**src/rtl/cache_arbiter_if.sv**
```systemverilog
// Bundles the two requester ports and the cache-side request/response signals.
// slave is the arbiter's view; master is the environment (requesters plus cache).
interface cache_arbiter_if;
  logic        req0;
  logic        req1;
  logic        rw0;
  logic        rw1;
  logic [9:0]  addr0;
  logic [9:0]  addr1;
  logic [31:0] wdata0;
  logic [31:0] wdata1;
  logic        ack0;
  logic        ack1;
  logic        err0;
  logic        err1;
  logic [31:0] rdata;

  logic        c_req;
  logic        c_rw;
  logic [9:0]  c_addr;
  logic [31:0] c_wdata;
  logic        c_done;
  logic        c_hit;
  logic [31:0] c_rdata;

  modport slave (
    input  req0, req1, rw0, rw1, addr0, addr1, wdata0, wdata1,
    input  c_done, c_hit, c_rdata,
    output ack0, ack1, err0, err1, rdata,
    output c_req, c_rw, c_addr, c_wdata
  );

  modport master (
    output req0, req1, rw0, rw1, addr0, addr1, wdata0, wdata1,
    output c_done, c_hit, c_rdata,
    input  ack0, ack1, err0, err1, rdata,
    input  c_req, c_rw, c_addr, c_wdata
  );
endinterface

```
**src/rtl/cache_arbiter.sv**
```systemverilog
// Round-robin arbiter between an instruction and a data port in front of a cache,
// with a BUSY timeout and saturating hit/miss statistics.
module cache_arbiter #(
  parameter int unsigned TIMEOUT = 15
) (
  input  logic               clk,
  input  logic               rst_n,
  cache_arbiter_if.slave     bus,
  input  logic               clr_stats,
  output logic [15:0]        hit_cnt,
  output logic [15:0]        miss_cnt
);

  localparam logic [7:0] WaitLast = 8'(TIMEOUT - 1);

  typedef enum logic [1:0] {StIdle, StBusy, StResp} state_e;

  state_e      state_q, state_d;
  // Last-grant pointer; also identifies the port being served in BUSY/RESP.
  logic        last_q, last_d;
  logic        rw_q, rw_d;
  logic [9:0]  addr_q, addr_d;
  logic [31:0] wdata_q, wdata_d;
  logic [31:0] rdata_q, rdata_d;
  logic        err_q, err_d;
  logic [7:0]  wait_q, wait_d;
  logic [15:0] hit_q, hit_d;
  logic [15:0] miss_q, miss_d;
  logic        pick;

  assign pick = (bus.req0 && bus.req1) ? ~last_q : bus.req1;

  always_comb begin
    state_d = state_q;
    last_d  = last_q;
    rw_d    = rw_q;
    addr_d  = addr_q;
    wdata_d = wdata_q;
    rdata_d = rdata_q;
    err_d   = err_q;
    wait_d  = wait_q;
    hit_d   = hit_q;
    miss_d  = miss_q;
    unique case (state_q)
      StIdle: begin
        if (bus.req0 || bus.req1) begin
          last_d  = pick;
          rw_d    = pick ? bus.rw1 : bus.rw0;
          addr_d  = pick ? bus.addr1 : bus.addr0;
          wdata_d = pick ? bus.wdata1 : bus.wdata0;
          wait_d  = '0;
          err_d   = 1'b0;
          state_d = StBusy;
        end
      end
      StBusy: begin
        if (bus.c_done) begin
          rdata_d = bus.c_rdata;
          err_d   = 1'b0;
          state_d = StResp;
          if (bus.c_hit) begin
            hit_d = (hit_q == 16'hFFFF) ? hit_q : hit_q + 16'd1;
          end else begin
            miss_d = (miss_q == 16'hFFFF) ? miss_q : miss_q + 16'd1;
          end
        end else if (wait_q == WaitLast) begin
          rdata_d = '0;
          err_d   = 1'b1;
          state_d = StResp;
        end else begin
          wait_d = wait_q + 8'd1;
        end
      end
      StResp: begin
        state_d = StIdle;
      end
      default: begin
        state_d = StIdle;
      end
    endcase
    if (clr_stats) begin
      hit_d  = '0;
      miss_d = '0;
    end
  end

  always_ff @(posedge clk or negedge rst_n) begin
    if (!rst_n) begin
      state_q <= StIdle;
      last_q  <= 1'b1;
      rw_q    <= 1'b0;
      addr_q  <= '0;
      wdata_q <= '0;
      rdata_q <= '0;
      err_q   <= 1'b0;
      wait_q  <= '0;
      hit_q   <= '0;
      miss_q  <= '0;
    end else begin
      state_q <= state_d;
      last_q  <= last_d;
      rw_q    <= rw_d;
      addr_q  <= addr_d;
      wdata_q <= wdata_d;
      rdata_q <= rdata_d;
      err_q   <= err_d;
      wait_q  <= wait_d;
      hit_q   <= hit_d;
      miss_q  <= miss_d;
    end
  end

  assign bus.c_req   = (state_q == StBusy);
  assign bus.c_rw    = rw_q;
  assign bus.c_addr  = addr_q;
  assign bus.c_wdata = wdata_q;
  assign bus.ack0    = (state_q == StResp) && !last_q;
  assign bus.ack1    = (state_q == StResp) && last_q;
  assign bus.err0    = (state_q == StResp) && !last_q && err_q;
  assign bus.err1    = (state_q == StResp) && last_q && err_q;
  assign bus.rdata   = rdata_q;
  assign hit_cnt     = hit_q;
  assign miss_cnt    = miss_q;

endmodule

```
**src/flat_wrapper.sv**
```systemverilog
// flat-port wrapper written by rule: the top's interface ports become plain ports
module cache_arbiter_flat 
#(
  parameter int unsigned TIMEOUT = 15
)
  (clk, rst_n, clr_stats, hit_cnt, miss_cnt, bus_req0, bus_req1, bus_rw0, bus_rw1, bus_addr0, bus_addr1, bus_wdata0, bus_wdata1, bus_c_done, bus_c_hit, bus_c_rdata, bus_ack0, bus_ack1, bus_err0, bus_err1, bus_rdata, bus_c_req, bus_c_rw, bus_c_addr, bus_c_wdata);
  cache_arbiter_if bus_i ();
  input  logic clk;
  input  logic rst_n;
  input  logic clr_stats;
  output logic [15:0] hit_cnt;
  output logic [15:0] miss_cnt;
  input wire logic [$bits(bus_i.req0)-1:0] bus_req0;
  input wire logic [$bits(bus_i.req1)-1:0] bus_req1;
  input wire logic [$bits(bus_i.rw0)-1:0] bus_rw0;
  input wire logic [$bits(bus_i.rw1)-1:0] bus_rw1;
  input wire logic [$bits(bus_i.addr0)-1:0] bus_addr0;
  input wire logic [$bits(bus_i.addr1)-1:0] bus_addr1;
  input wire logic [$bits(bus_i.wdata0)-1:0] bus_wdata0;
  input wire logic [$bits(bus_i.wdata1)-1:0] bus_wdata1;
  input wire logic [$bits(bus_i.c_done)-1:0] bus_c_done;
  input wire logic [$bits(bus_i.c_hit)-1:0] bus_c_hit;
  input wire logic [$bits(bus_i.c_rdata)-1:0] bus_c_rdata;
  output wire logic [$bits(bus_i.ack0)-1:0] bus_ack0;
  output wire logic [$bits(bus_i.ack1)-1:0] bus_ack1;
  output wire logic [$bits(bus_i.err0)-1:0] bus_err0;
  output wire logic [$bits(bus_i.err1)-1:0] bus_err1;
  output wire logic [$bits(bus_i.rdata)-1:0] bus_rdata;
  output wire logic [$bits(bus_i.c_req)-1:0] bus_c_req;
  output wire logic [$bits(bus_i.c_rw)-1:0] bus_c_rw;
  output wire logic [$bits(bus_i.c_addr)-1:0] bus_c_addr;
  output wire logic [$bits(bus_i.c_wdata)-1:0] bus_c_wdata;
  assign bus_i.req0 = bus_req0;
  assign bus_i.req1 = bus_req1;
  assign bus_i.rw0 = bus_rw0;
  assign bus_i.rw1 = bus_rw1;
  assign bus_i.addr0 = bus_addr0;
  assign bus_i.addr1 = bus_addr1;
  assign bus_i.wdata0 = bus_wdata0;
  assign bus_i.wdata1 = bus_wdata1;
  assign bus_i.c_done = bus_c_done;
  assign bus_i.c_hit = bus_c_hit;
  assign bus_i.c_rdata = bus_c_rdata;
  assign bus_ack0 = bus_i.ack0;
  assign bus_ack1 = bus_i.ack1;
  assign bus_err0 = bus_i.err0;
  assign bus_err1 = bus_i.err1;
  assign bus_rdata = bus_i.rdata;
  assign bus_c_req = bus_i.c_req;
  assign bus_c_rw = bus_i.c_rw;
  assign bus_c_addr = bus_i.c_addr;
  assign bus_c_wdata = bus_i.c_wdata;
  cache_arbiter #(.TIMEOUT(TIMEOUT)) u_core (.clk(clk), .rst_n(rst_n), .bus(bus_i), .clr_stats(clr_stats), .hit_cnt(hit_cnt), .miss_cnt(miss_cnt));
endmodule
```
**config.mk**
```make
export PLATFORM = sky130hd
export DESIGN_NAME = cache_arbiter_flat
export DESIGN_NICKNAME = d
export VERILOG_FILES = /design/src/rtl/cache_arbiter_if.sv /design/src/rtl/cache_arbiter.sv /design/src/flat_wrapper.sv
export SDC_FILE = /design/constraint.sdc
export NUM_CORES = 1
export LEC_CHECK = 0
export BUFFER_PORTS_ARGS = -buffer_cell sky130_fd_sc_hd__buf_4
export CAP_MARGIN = 20
export CELL_PAD_IN_SITES_DETAIL_PLACEMENT = 0
export CELL_PAD_IN_SITES_GLOBAL_PLACEMENT = 1
export CORE_MARGIN = 2
export CORE_UTILIZATION = 32
export CTS_CLUSTER_SIZE = 8
export DETAILED_ROUTE_END_ITERATION = 6
export GPL_TIMING_DRIVEN = 1
export MAX_ROUTING_LAYER = met4
export PLACE_DENSITY_LB_ADDON = 0.1
export SETUP_SLACK_MARGIN = 0.4
export SYNTH_ARGS = -nofsm -noshare
export SYNTH_HDL_FRONTEND = slang
export SYNTH_SLANG_ARGS = --single-unit
```
**constraint.sdc**
```tcl
create_clock -name clk -period 1.82 [get_ports clk]
set_input_delay 0.091 -clock clk [delete_from_list [all_inputs] [get_ports clk]]
set_output_delay 0.091 -clock clk [all_outputs]
set_load 0.01 [all_outputs]
```
==> run summary, run 1 <==
## Run status
* completed — run status

## Timing
* 0.489 ns — Worst Max-Slew Pin Slew
* 0 — final number of hold-violating endpoints
* 95.8% — Period Utilization, post-route
* 0.0441 ns — Min Hold Slack
* 574 MHz — Fmax achieved
* 1.74 ns — final worst path period need
* 0 — final count of negative-setup-slack endpoints
* 0 — final number of max-transition violations
* true — unrepaired setup endpoints after global routing
* 0.00735 ns — Worst Clk Skew
* 67.4% — tightest slew margin relative to the limit

## Power and ir drop
* 5.51 nW — leakage power of the design
* 0.734 mV — worst supply voltage drop on vdd
* 28.8% — proportion of power drawn by flip-flops and latches
* 23.6% — power share of the clock group
* 47.6% — fraction of power consumed by combinational cells
* 9.59 mW — internal power summed over all cells
* 4.96 mW — net load switching power
* 1260 nW/um^2 — PD cells
* 34.1% — net switching fraction of the power

## Routing
* 242 — First DRT Iteration DRCs
* 21,200 um — final wirelength
* 6,127 — via count of the routed design
* 17.2 um — average routed wire per standard cell
* 0 — Antenna Violating Nets Remaining
* 4.97 — post-detailed-route via-to-cell ratio
* 5 — number of iterations in the first detailed-routing pass
* 0 — drc violations

## Logic synthesis
* 119 — number of synthesized register bits
* 0 — yosys synthesis warning count
* 53.1% — sequential element share of the synthesized area
* dfrtp_1 — cell type contributing the most total cell area after synthesis
* 118 x dfrtp_1, 58 x o21ai_0, 55 x nand2_1 — leading cell types by count after synthesis
* dfrtp_1 — most frequent cell after synthesis
* dfrtp_1 — most frequently used flop master after synthesis
* 100% — post-synthesis async set-or-reset flop share
* 10.7 um^2 — Avg Synthesized Cell Area
* 5610 um^2 — Post-Syn Area
* 0 — Post-synth EDFFs
* 52.6% — area share of the largest cell type after synthesis
* 525 — number of instances in the synthesized netlist
* 654 — Synth Net Count
* 57 — number of distinct library cells after synthesis
* dfrtp_1 53%, mux2i_1 7.7%, o21ai_0 5.2%, a22o_1 5.0%, nand2_1 3.7% — cells taking the most area after synthesis

## Finish
* 2980 um^2 — FF+latch area
* 107% — Area Overhead vs Synth
* 1,274 — final-layout fill cell count
* 1,125 — number of nets in the layout
* 11,600 um^2 — final non-filler cell area
* 0 — total inserted antenna cells
* 3230 um^2 — area occupied by multi-input gates
* 54.5% — share of layout cells above drive strength 1

## Critical path
* ha_2 > and4_4 > and4bb_4 > and4b_1 > mux2_4 — CP cell instances
* 2.11 ns — required time worst endpoint
* flip-flop — Setup crit start kind
* 8 — highest fanout seen on the critical path
* flip-flop to flip-flop — kind of critical path
* flip-flop — nature of the critical path endpoint
* 2.04 ns — Critical Path AT
* dfrtp_1 — slowest library cell on the worst path
* simple AND/OR/NAND/NOR gates — Largest delay share family, worst path
* 0.36 ns — Max stage delay on crit path
* 0 — sum of buffers and inverters on the critical path

## Clock tree
* yes — TritonCTS clock tree
* 4 — # H-tree levels
* 0.42 ns — latest clock arrival within the worst-skew pair
* 119 — Clock Sinks
* 2 — CTS Buffer Depth
* 0.05 ns — clock-pin slew on the worst setup and hold paths
* clkbuf_16 — cell at the root of the clock tree
* 17 — clock buffer count from CTS

## Hold path
* primary input to flip-flop — worst hold path type

## GRT
* 6,413 — vias in the first global route
* 57 — pin count of the biggest net entering global routing
* 23.2% — overall routing resource usage
* 0 — grt total ovfl
* 32,600 um — wire length of the first global-routing pass
* 0 — initial antenna violation count

## Floorplanning
* 237 — number of ports placed on the die boundary
* 48 — std cell rows
* 136 um — Chip Height
* 32.6% — starting density of the core
* 136 um — Horiz. Die Dim
* 17,200 um^2 — area inside the core boundary
* 18,600 um^2 — Die Area

## Place
* 11,900 um — HPWL reported at the end of detailed placement
* 0.855 — routability congestion estimate
* 236 — # port buffers
* 8050 um^2 — placed standard-cell area

## Job
* 0 — count of maximum capacitance violations

## through the flow
| step | utilization [%] | TNS (ns) | total power, mW | setup WS [ns] | cells |
|---|---|---|---|---|---|
| finish | 67.3 | 0 | 14.5 | 0.0765 | 1234 |
| global route | 67.3 | 0 | 15.3 | 0.00721 | 1234 |
| CTS | 63.2 | 0 | 13.8 | 0.0521 | 1199 |
| detailed placement | 46.7 | -0.186 | 8.26 | -0.0777 | 1001 |
| global placement | 46.7 | -0.114 | 8.17 | -0.0570 | 1001 |
| floorplan | - | -0.191 | 6.07 | -0.0924 | 525 |
## logic make-up (layout without fill, tap and decap cells)
| family | count (synthesis) | in the layout | share of synthesized area, % |
|---|---|---|---|
| and+or+nand+nor | 167 | 168 | 16.9 |
| buffers and inverters | 41 | 524 | 3.34 |
| muxes | 47 | 47 | 8.47 |
| adders and majority gates | 4 | 4 | 0.892 |
| xor gates and xnor gates | 8 | 8 | 1.25 |
| AOI/OAI and AO/OA | 139 | 139 | 16.1 |
| DFF | 119 | 119 | 53.1 |
## per-layer routing
layer / wire length, um / up-vias / global-route usage (%)
met5: 0 / - / -
met4: 406 / 0 / 7.29
met3: 909 / 30 / 5.22
met2: 11200 / 183 / 39.0
met1: 8740 / 3016 / 27.8
li1: - / 2898 / -
## power groups by stage
stage | registers (mW) | logic (mW) | clock network [mW]
global placement | 4.07 | 4.10 | 0
global route | 4.31 | 7.33 | 3.66
floorplan | 4.43 | 1.65 | 0
detailed placement | 4.09 | 4.17 | 0
CTS | 4.10 | 6.19 | 3.51
finish | 4.19 | 6.92 | 3.44
## cells in the final DEF (no fill, tap or decap), drive strengths merged, types with 4 or more instances in the layout
cell         count
and3             7
clkinv           7
mux2             4
inv             12
a31oi            5
nor2            15
clkbuf          21
nor3             6
nor4             6
a22o            32
or3              8
xor2             5
dlygate4sd3    114
o31ai            6
nor2b            5
o21ai           59
dfrtp          118
mux2i           43
nor3b            4
nand3           18
or4              8
ha               4
a21oi           20
nand3b           4
nand2           56
nand4            9
buf            365
## layout make-up
cell class                 count  area share, %
timing repair buffer         482           38.4
multi-input combinational    366           27.8
sequential                   119           25.7
clock buffer                  18           3.70
tap                          225           2.43
clock inverter                14           1.52
inverter                      10          0.345
## registers in the layout, summed over array words and instances (netlist names)
name,count
u_core.bus.c_rw,1
u_core.bus.c_wdata,32
u_core.bus.rdata,32
u_core.last_q,1
u_core.bus.c_addr,10
u_core.hit_cnt,16
u_core.miss_cnt,16
u_core.wait_q,8
u_core.err_q,1
u_core.state_q,2
## worst min-delay path, delay by kind of cell
family                 cells  cell delay (ns)
muxes                      1             0.09
buffers and inverters      1             0.08
AOI/OAI and AO/OA          1             0.15
## timing repair
action	CTS	global route
gates resized for setup	153	91
hold endpoints to repair	191	0
setup endpoints to repair	122	124
cloned	11	4
hold buffers	114	0
pin swaps	75	55
setup buffers	41	31
## final timing paths
path	endpoint	cells after the start	slack [ns]	startpoint
max	u_core.hit_cnt[5]$_DFFE_PN0P_	5	0.08	u_core.hit_cnt[0]$_DFFE_PN0P_
min	u_core.bus.c_addr[9]$_DFFE_PN0P_	3	0.04	bus_addr0[9]
max reg2reg	u_core.hit_cnt[5]$_DFFE_PN0P_	5	0.08	u_core.hit_cnt[0]$_DFFE_PN0P_
min reg2reg	u_core.bus.c_addr[6]$_DFFE_PN0P_	2	0.47	u_core.bus.c_addr[6]$_DFFE_PN0P_
max in group asynchronous	u_core.last_q$_DFFE_PN1P_	3	1.02	rst_n
min in group asynchronous	u_core.bus.c_wdata[0]$_DFFE_PN0P_	2	0.14	rst_n
(Power assumes the default switching activity.)
==> run 2: changes to the inputs <==
--- a/config.mk
+++ b/config.mk
@@ -16,6 +16,7 @@
 export GPL_TIMING_DRIVEN = 1
 export MAX_ROUTING_LAYER = met4
 export PLACE_DENSITY_LB_ADDON = 0.1
+export RECOVER_POWER = 25
 export SETUP_SLACK_MARGIN = 0.4
 export SYNTH_ARGS = -nofsm -noshare
 export SYNTH_HDL_FRONTEND = slang
==> run 2 against run 1 <==
Against the previous run: clock power about the same; combinational power hardly changed; register-to-register slack is essentially flat; setup slack better by 0.0031 ns; critical path type unchanged; largest cell class unchanged; largest power group unchanged.
==> run summary, run 2 (synthesized netlist as in run 1, its figures left out) <==
## Timing
* 95.6% — Period Utilization, post-route, was 95.8%
* true — unrepaired setup endpoints after global routing, unchanged
* 54.1% — tightest slew margin relative to the limit, was 67.4%
* 0.688 ns — Worst Max-Slew Pin Slew, was 0.489 ns
* 0 — final number of hold-violating endpoints, unchanged
* 0 — final count of negative-setup-slack endpoints, unchanged
* 575 MHz — Fmax achieved, was 574 MHz
* 0.00818 ns — Worst Clk Skew, was 0.00735 ns
* 1.74 ns — final worst path period need, about the same
* 0 — final number of max-transition violations, unchanged

## Floorplanning
* 237 — number of ports placed on the die boundary, unchanged
* 48 — std cell rows, unchanged
* 18,600 um^2 — Die Area, unchanged
* 17,200 um^2 — area inside the core boundary, unchanged
* 136 um — Chip Height, unchanged
* 136 um — Horiz. Die Dim, unchanged
* 32.6% — starting density of the core, unchanged

## Routing
* 21,200 um — final wirelength, about the same
* 0 — drc violations, unchanged
* 0 — Antenna Violating Nets Remaining, unchanged
* 264 — First DRT Iteration DRCs, was 242
* 6,140 — via count of the routed design, was 6,127
* 4 — number of iterations in the first detailed-routing pass, was 5
* 4.98 — post-detailed-route via-to-cell ratio, was 4.97
* 17.2 um — average routed wire per standard cell, about the same

## Place
* 236 — # port buffers, unchanged
* 8050 um^2 — placed standard-cell area, unchanged
* 1,001 — instance count after placement with tap cells included, unchanged
* 11,900 um — HPWL reported at the end of detailed placement, unchanged
* 0.855 — routability congestion estimate, unchanged

## Clock tree
* 0.41 ns — latest clock arrival within the worst-skew pair, was 0.42 ns
* 119 — Clock Sinks, unchanged
* 4 — # H-tree levels, unchanged
* yes — TritonCTS clock tree, unchanged
* 2 — CTS Buffer Depth, unchanged
* 17 — clock buffer count from CTS, unchanged
* clkbuf_16 — cell at the root of the clock tree, unchanged
* 0.05 ns — clock-pin slew on the worst setup and hold paths, about the same

## Critical path
* u_core.hit_cnt[5]$_DFFE_PN0P_ — worst reg2reg path endpoint, unchanged
* u_core.hit_cnt[5]$_DFFE_PN0P_ — end point of the critical path, unchanged
* 8 — highest fanout seen on the critical path, unchanged
* u_core.hit_cnt[0]$_DFFE_PN0P_ — launching element of the worst setup path, unchanged
* flip-flop — Setup crit start kind, unchanged
* flip-flop — nature of the critical path endpoint, unchanged
* u_core.hit_cnt[0]$_DFFE_PN0P_ — start of the worst register-to-register path, unchanged
* 2.04 ns — Critical Path AT, about the same
* 0.08 ns — worst reg2reg setup slack, about the same
* 2.12 ns — required time worst endpoint, was 2.11 ns
* 5 — worst-case reg-to-reg path depth, unchanged
* flip-flop to flip-flop — kind of critical path, unchanged

## Finish
* 1,274 — final-layout fill cell count, unchanged
* 54.5% — share of layout cells above drive strength 1, unchanged
* buf_4 — commonest non-fill, non-tap cell in the layout, unchanged
* 11,600 um^2 — final non-filler cell area, about the same
* 1,125 — number of nets in the layout, unchanged
* 308 x buf_4, 114 x dlygate4sd3_1, 114 x dfrtp_1 — highest-count cells in the layout ignoring fill and taps, was 309 x buf_4, 114 x dlygate4sd3_1, 114 x dfrtp_1
* 1,234 — final non-filler cell total, unchanged
* 0 — total inserted antenna cells, unchanged
* 106% — Area Overhead vs Synth, was 107%

## GRT
* 0 — initial antenna violation count, unchanged
* 39.0% — global routing usage on met2, unchanged
* 5.22% — met3 Track Usage GR, unchanged
* 57 — pin count of the biggest net entering global routing, unchanged
* 6,413 — vias in the first global route, unchanged
* 27.8% — global-route met1 utilization, unchanged
* 32,600 um — wire length of the first global-routing pass, unchanged
* met2 — routing layer with the top usage in global route, unchanged
* 0 — grt total ovfl, unchanged
* 23.2% — overall routing resource usage, unchanged

## Power and ir drop
* 34.1% — net switching fraction of the power, about the same
* 28.8% — proportion of power drawn by flip-flops and latches, about the same
* 23.6% — power share of the clock group, about the same
* 4.96 mW — net load switching power, about the same
* 1260 nW/um^2 — PD cells, about the same
* 47.5% — fraction of power consumed by combinational cells, was 47.6%
* 0.734 mV — worst supply voltage drop on vdd, about the same
* 9.58 mW — internal power summed over all cells, was 9.59 mW
* 5.50 nW — leakage power of the design, was 5.51 nW

## Hold path
* primary input to flip-flop — worst hold path type, unchanged

## Run status
* completed — run status, unchanged

## Job
* 0 — count of maximum capacitance violations, unchanged

-- run 2: cell types whose count changed in the layout (fill, tap and decap cells not counted) --
cell / delta
buf_12: -1
buf_4: -1
clkbuf_2: +1
clkbuf_4: +1
-- run 2: layout make-up --
type,instances,area [um^2],area share (%)
timing repair buffer,482,4440,38.4
clock buffer,18,429,3.71
tap,225,282,2.43
sequential,119,2980,25.8
multi-input combinational,366,3230,27.9
clock inverter,14,176,1.52
inverter,10,40.0,0.346
-- run 2: critical path, cell delays in order, from the launching register on --
cell and delay, ns:
dfrtp_1 0.36, ha_2 0.18, and4_4 0.21, and4bb_4 0.35
and4b_1 0.23, mux2_4 0.29
-- run 2: power groups by stage --
stage / clock [mW] / sequential [mW] / combinational [mW]
after global placement: 0 / 4.07 / 4.10
after detailed placement: 0 / 4.09 / 4.17
after global routing: 3.66 / 4.31 / 7.33
after CTS: 3.51 / 4.10 / 6.19
final: 3.44 / 4.19 / 6.92
after floorplan: 0 / 4.43 / 1.65
-- run 2: how the worst min path moves through the flow --
| stage | from | slack [ns] | depth (start not counted) | to |
|---|---|---|---|---|
| floorplan | rst_n | -0.20 | 0 | u_core.bus.c_addr[0]$_DFFE_PN0P_ |
| detailed placement | rst_n | 0.03 | 1 | u_core.bus.c_wdata[0]$_DFFE_PN0P_ |
| CTS | bus_rw1 | 0.0008 | 3 | u_core.bus.c_rw$_DFFE_PN0P_ |
| global placement | rst_n | 0.03 | 1 | u_core.bus.c_wdata[0]$_DFFE_PN0P_ |
| finish | bus_addr0[9] | 0.05 | 3 | u_core.bus.c_addr[9]$_DFFE_PN0P_ |
| global route | bus_addr0[9] | 0.03 | 3 | u_core.bus.c_addr[9]$_DFFE_PN0P_ |
-- run 2: metal layers --
metal / up-vias / share of wire [%]
li1: 2898 / -
met1: 3016 / 41
met2: 196 / 52
met3: 30 / 4.8
met4: 0 / 1.9
met5: - / 0
-- run 2: metrics by stage --
stage | setup slack [ns] | setup TNS [ns] | hold WS (ns) | total power [mW] | utilization [%]
detailed placement | -0.0777 | -0.186 | 0.0310 | 8.26 | 46.7
global placement | -0.0570 | -0.114 | 0.0292 | 8.17 | 46.7
global route | 0.00721 | 0 | 0.0320 | 15.3 | 67.2
finish | 0.0796 | 0 | 0.0461 | 14.5 | 67.2
floorplan | -0.0924 | -0.191 | -0.205 | 6.07 | -
CTS | 0.0521 | 0 | 0.000807 | 13.8 | 63.2
-- run 2: repair_timing --
action,in CTS,in global routing
cloned,11,4
endpoints found under the setup margin,122,124
hold endpoints to repair,191,0
resized for setup,153,91
setup buffers,41,31
hold buffers,114,0
pin swaps,75,55
==> run 3: changes to the inputs <==
--- a/config.mk
+++ b/config.mk
@@ -17,7 +17,7 @@
 export MAX_ROUTING_LAYER = met4
 export PLACE_DENSITY_LB_ADDON = 0.1
 export RECOVER_POWER = 25
-export SETUP_SLACK_MARGIN = 0.4
+export SETUP_SLACK_MARGIN = 0.3
 export SYNTH_ARGS = -nofsm -noshare
 export SYNTH_HDL_FRONTEND = slang
 export SYNTH_SLANG_ARGS = --single-unit
==> run 3 against run 2 <==
Against the previous run: setup slack worse by 0.044 ns; critical path type unchanged; largest cell class unchanged; register-to-register slack worse by 0.04 ns; final area is 0.95% lower; sequential power is 1% higher; largest power group unchanged; power is 0.40% higher; via count is 0.62% lower.
==> run summary, run 3 (synthesized netlist as in run 1, its figures left out) <==
## Place
* 236 — # port buffers, unchanged
* 12,200 um — HPWL reported at the end of detailed placement, was 11,900 um
* 0.765 — routability congestion estimate, was 0.855
* -0.0765 ns — post-placement setup slack, was -0.0777 ns

## Critical path
* u_core.hit_cnt[5]$_DFFE_PN0P_ — end point of the critical path, unchanged
* 5 — worst-case reg-to-reg path depth, unchanged
* 2.12 ns — required time worst endpoint, about the same
* 5 — cell count along the critical path, unchanged
* ha_2 > and4_4 > and4bb_4 > and4b_1 > mux2_4 — CP cell instances, unchanged
* 0.38 ns — Max stage delay on crit path, was 0.36 ns
* flip-flop to flip-flop — kind of critical path, unchanged
* 0 — sum of buffers and inverters on the critical path, unchanged
* simple AND/OR/NAND/NOR gates — Largest delay share family, worst path, unchanged
* 2.08 ns — Critical Path AT, was 2.04 ns
* flip-flop — Setup crit start kind, unchanged
* 6 — highest fanout seen on the critical path, was 8
* u_core.hit_cnt[1]$_DFFE_PN0P_ — launching element of the worst setup path, was u_core.hit_cnt[0]$_DFFE_PN0P_
* u_core.hit_cnt[1]$_DFFE_PN0P_ — start of the worst register-to-register path, was u_core.hit_cnt[0]$_DFFE_PN0P_
* dfrtp_1 — slowest library cell on the worst path, unchanged
* u_core.hit_cnt[5]$_DFFE_PN0P_ — worst reg2reg path endpoint, unchanged
* 0.04 ns — worst reg2reg setup slack, was 0.08 ns
* flip-flop — nature of the critical path endpoint, unchanged

## Routing
* 0 — Antenna Violating Nets Remaining, unchanged
* 6,102 — via count of the routed design, was 6,140
* 5.03 — post-detailed-route via-to-cell ratio, was 4.98
* 0 — drc violations, unchanged
* 21,400 um — final wirelength, was 21,200 um
* 263 — First DRT Iteration DRCs, was 264
* 17.6 um — average routed wire per standard cell, was 17.2 um
* 4 — number of iterations in the first detailed-routing pass, unchanged

## Floorplanning
* 136 um — Horiz. Die Dim, unchanged
* 48 — std cell rows, unchanged
* 18,600 um^2 — Die Area, unchanged
* 32.6% — starting density of the core, unchanged
* 136 um — Chip Height, unchanged
* 17,200 um^2 — area inside the core boundary, unchanged
* 237 — number of ports placed on the die boundary, unchanged

## Finish
* buf_4 — commonest non-fill, non-tap cell in the layout, unchanged
* 292 x buf_4, 113 x dlygate4sd3_1, 109 x dfrtp_1 — highest-count cells in the layout ignoring fill and taps, was 308 x buf_4, 114 x dlygate4sd3_1, 114 x dfrtp_1
* 1,292 — final-layout fill cell count, was 1,274
* 66.5% — utilization after layout, was 67.2%
* 0 — total inserted antenna cells, unchanged
* 55.3% — share of layout cells above drive strength 1, was 54.5%
* 104% — Area Overhead vs Synth, was 106%
* 1,104 — number of nets in the layout, was 1,125

## Timing
* 1.78 ns — final worst path period need, was 1.74 ns
* 0.0353 ns — Final WS setup, was 0.0796 ns
* 51.5% — tightest slew margin relative to the limit, was 54.1%
* true — unrepaired setup endpoints after global routing, unchanged
* 0.0174 ns — Min Hold Slack, was 0.0461 ns
* 0 — final count of negative-setup-slack endpoints, unchanged
* 0 — final number of max-transition violations, unchanged
* 0.00733 ns — Worst Clk Skew, was 0.00818 ns
* 0 — final number of hold-violating endpoints, unchanged
* 0.727 ns — Worst Max-Slew Pin Slew, was 0.688 ns
* 560 MHz — Fmax achieved, was 575 MHz
* 98.1% — Period Utilization, post-route, was 95.6%

## Clock tree
* clkbuf_16 — cell at the root of the clock tree, unchanged
* 0.06 ns — clock-pin slew on the worst setup and hold paths, was 0.05 ns
* 119 — Clock Sinks, unchanged
* yes — TritonCTS clock tree, unchanged
* 0.42 ns — latest clock arrival within the worst-skew pair, was 0.41 ns
* 17 — clock buffer count from CTS, unchanged
* 4 — # H-tree levels, unchanged
* 2 — CTS Buffer Depth, unchanged

## GRT
* 31,700 um — wire length of the first global-routing pass, was 32,600 um
* 22.8% — overall routing resource usage, was 23.2%
* 27.8% — global-route met1 utilization, about the same
* 4.59% — met3 Track Usage GR, was 5.22%
* 6,235 — vias in the first global route, was 6,413
* 0 — grt total ovfl, unchanged
* 56 — pin count of the biggest net entering global routing, was 57
* 36.8% — global routing usage on met2, was 39.0%
* met2 — routing layer with the top usage in global route, unchanged
* 0 — initial antenna violation count, unchanged

## Power and ir drop
* 5.42 nW — leakage power of the design, was 5.50 nW
* 1270 nW/um^2 — PD cells, was 1260 nW/um^2
* 14.6 mW — total design power, was 14.5 mW
* 0.750 mV — worst supply voltage drop on vdd, was 0.734 mV

## Job
* 0 — count of maximum capacitance violations, unchanged

## Run status
* completed — run status, unchanged

## Hold path
* primary input to flip-flop — worst hold path type, unchanged

## run 3: metal layers
metal  vias to the layer above  wire length (um)  part of all wire, %
li1                       2867                 -                    -
met1                      3005              8940                   42
met2                       178             10800                   50
met3                        52               949                  4.4
met4                         0               718                  3.4
met5                         -                 0                    0
## run 3: final cells by class
cell class	instances	area [um^2]	share of cell area (%)
well taps	225	282	2.46
clock buffers	17	425	3.71
clock inverters	15	158	1.37
multi-input cells	366	3260	28.4
repair buffers	461	4310	37.6
inverters	10	40.0	0.349
flip-flops and latches	119	2990	26.1
## run 3: worst min-delay path: stages
cell	delay, ns
buf_4	0.08
mux2i_1	0.09
o21ai_2	0.14
## run 3: what timing repair did
item / 4_1_cts / 5_1_grt
pin swaps: 49 / 71
setup buffers: 23 / 27
setup endpoints to repair: 116 / 123
endpoints found under the hold margin: 166 / 3
gates cloned: 15 / 3
hold buffers: 107 / 6
resized for setup: 131 / 145
## run 3: stage by stage
stage | cell area [um^2] | instances | setup TNS [ns]
floorplan | 5740 | 525 | -0.191
global placement | 8020 | 1000 | -0.0647
detailed placement | 8020 | 1000 | -0.197
CTS | 10600 | 1177 | 0
global route | 11500 | 1213 | -0.319
finish | 11500 | 1213 | 0
## run 3: power by group
part	internal, mW	switching (mW)	leakage (nW)
Sequential	3.54	0.695	1.52
Combinational	3.98	3.09	3.62
Clock	2.01	1.29	0.275
Total	9.54	5.07	5.42
## run 3: worst min-delay path by stage
stage	end	cells past startpoint	from
after floorplan	u_core.bus.c_addr[0]$_DFFE_PN0P_	0	rst_n
after global placement	u_core.miss_cnt[13]$_DFFE_PN0P_	1	rst_n
after detailed placement	u_core.miss_cnt[13]$_DFFE_PN0P_	1	rst_n
after CTS	u_core.bus.c_wdata[12]$_DFFE_PN0P_	3	bus_wdata0[12]
after global routing	u_core.bus.c_addr[0]$_DFFE_PN0P_	3	bus_addr0[0]
final	u_core.bus.c_wdata[12]$_DFFE_PN0P_	3	bus_wdata0[12]
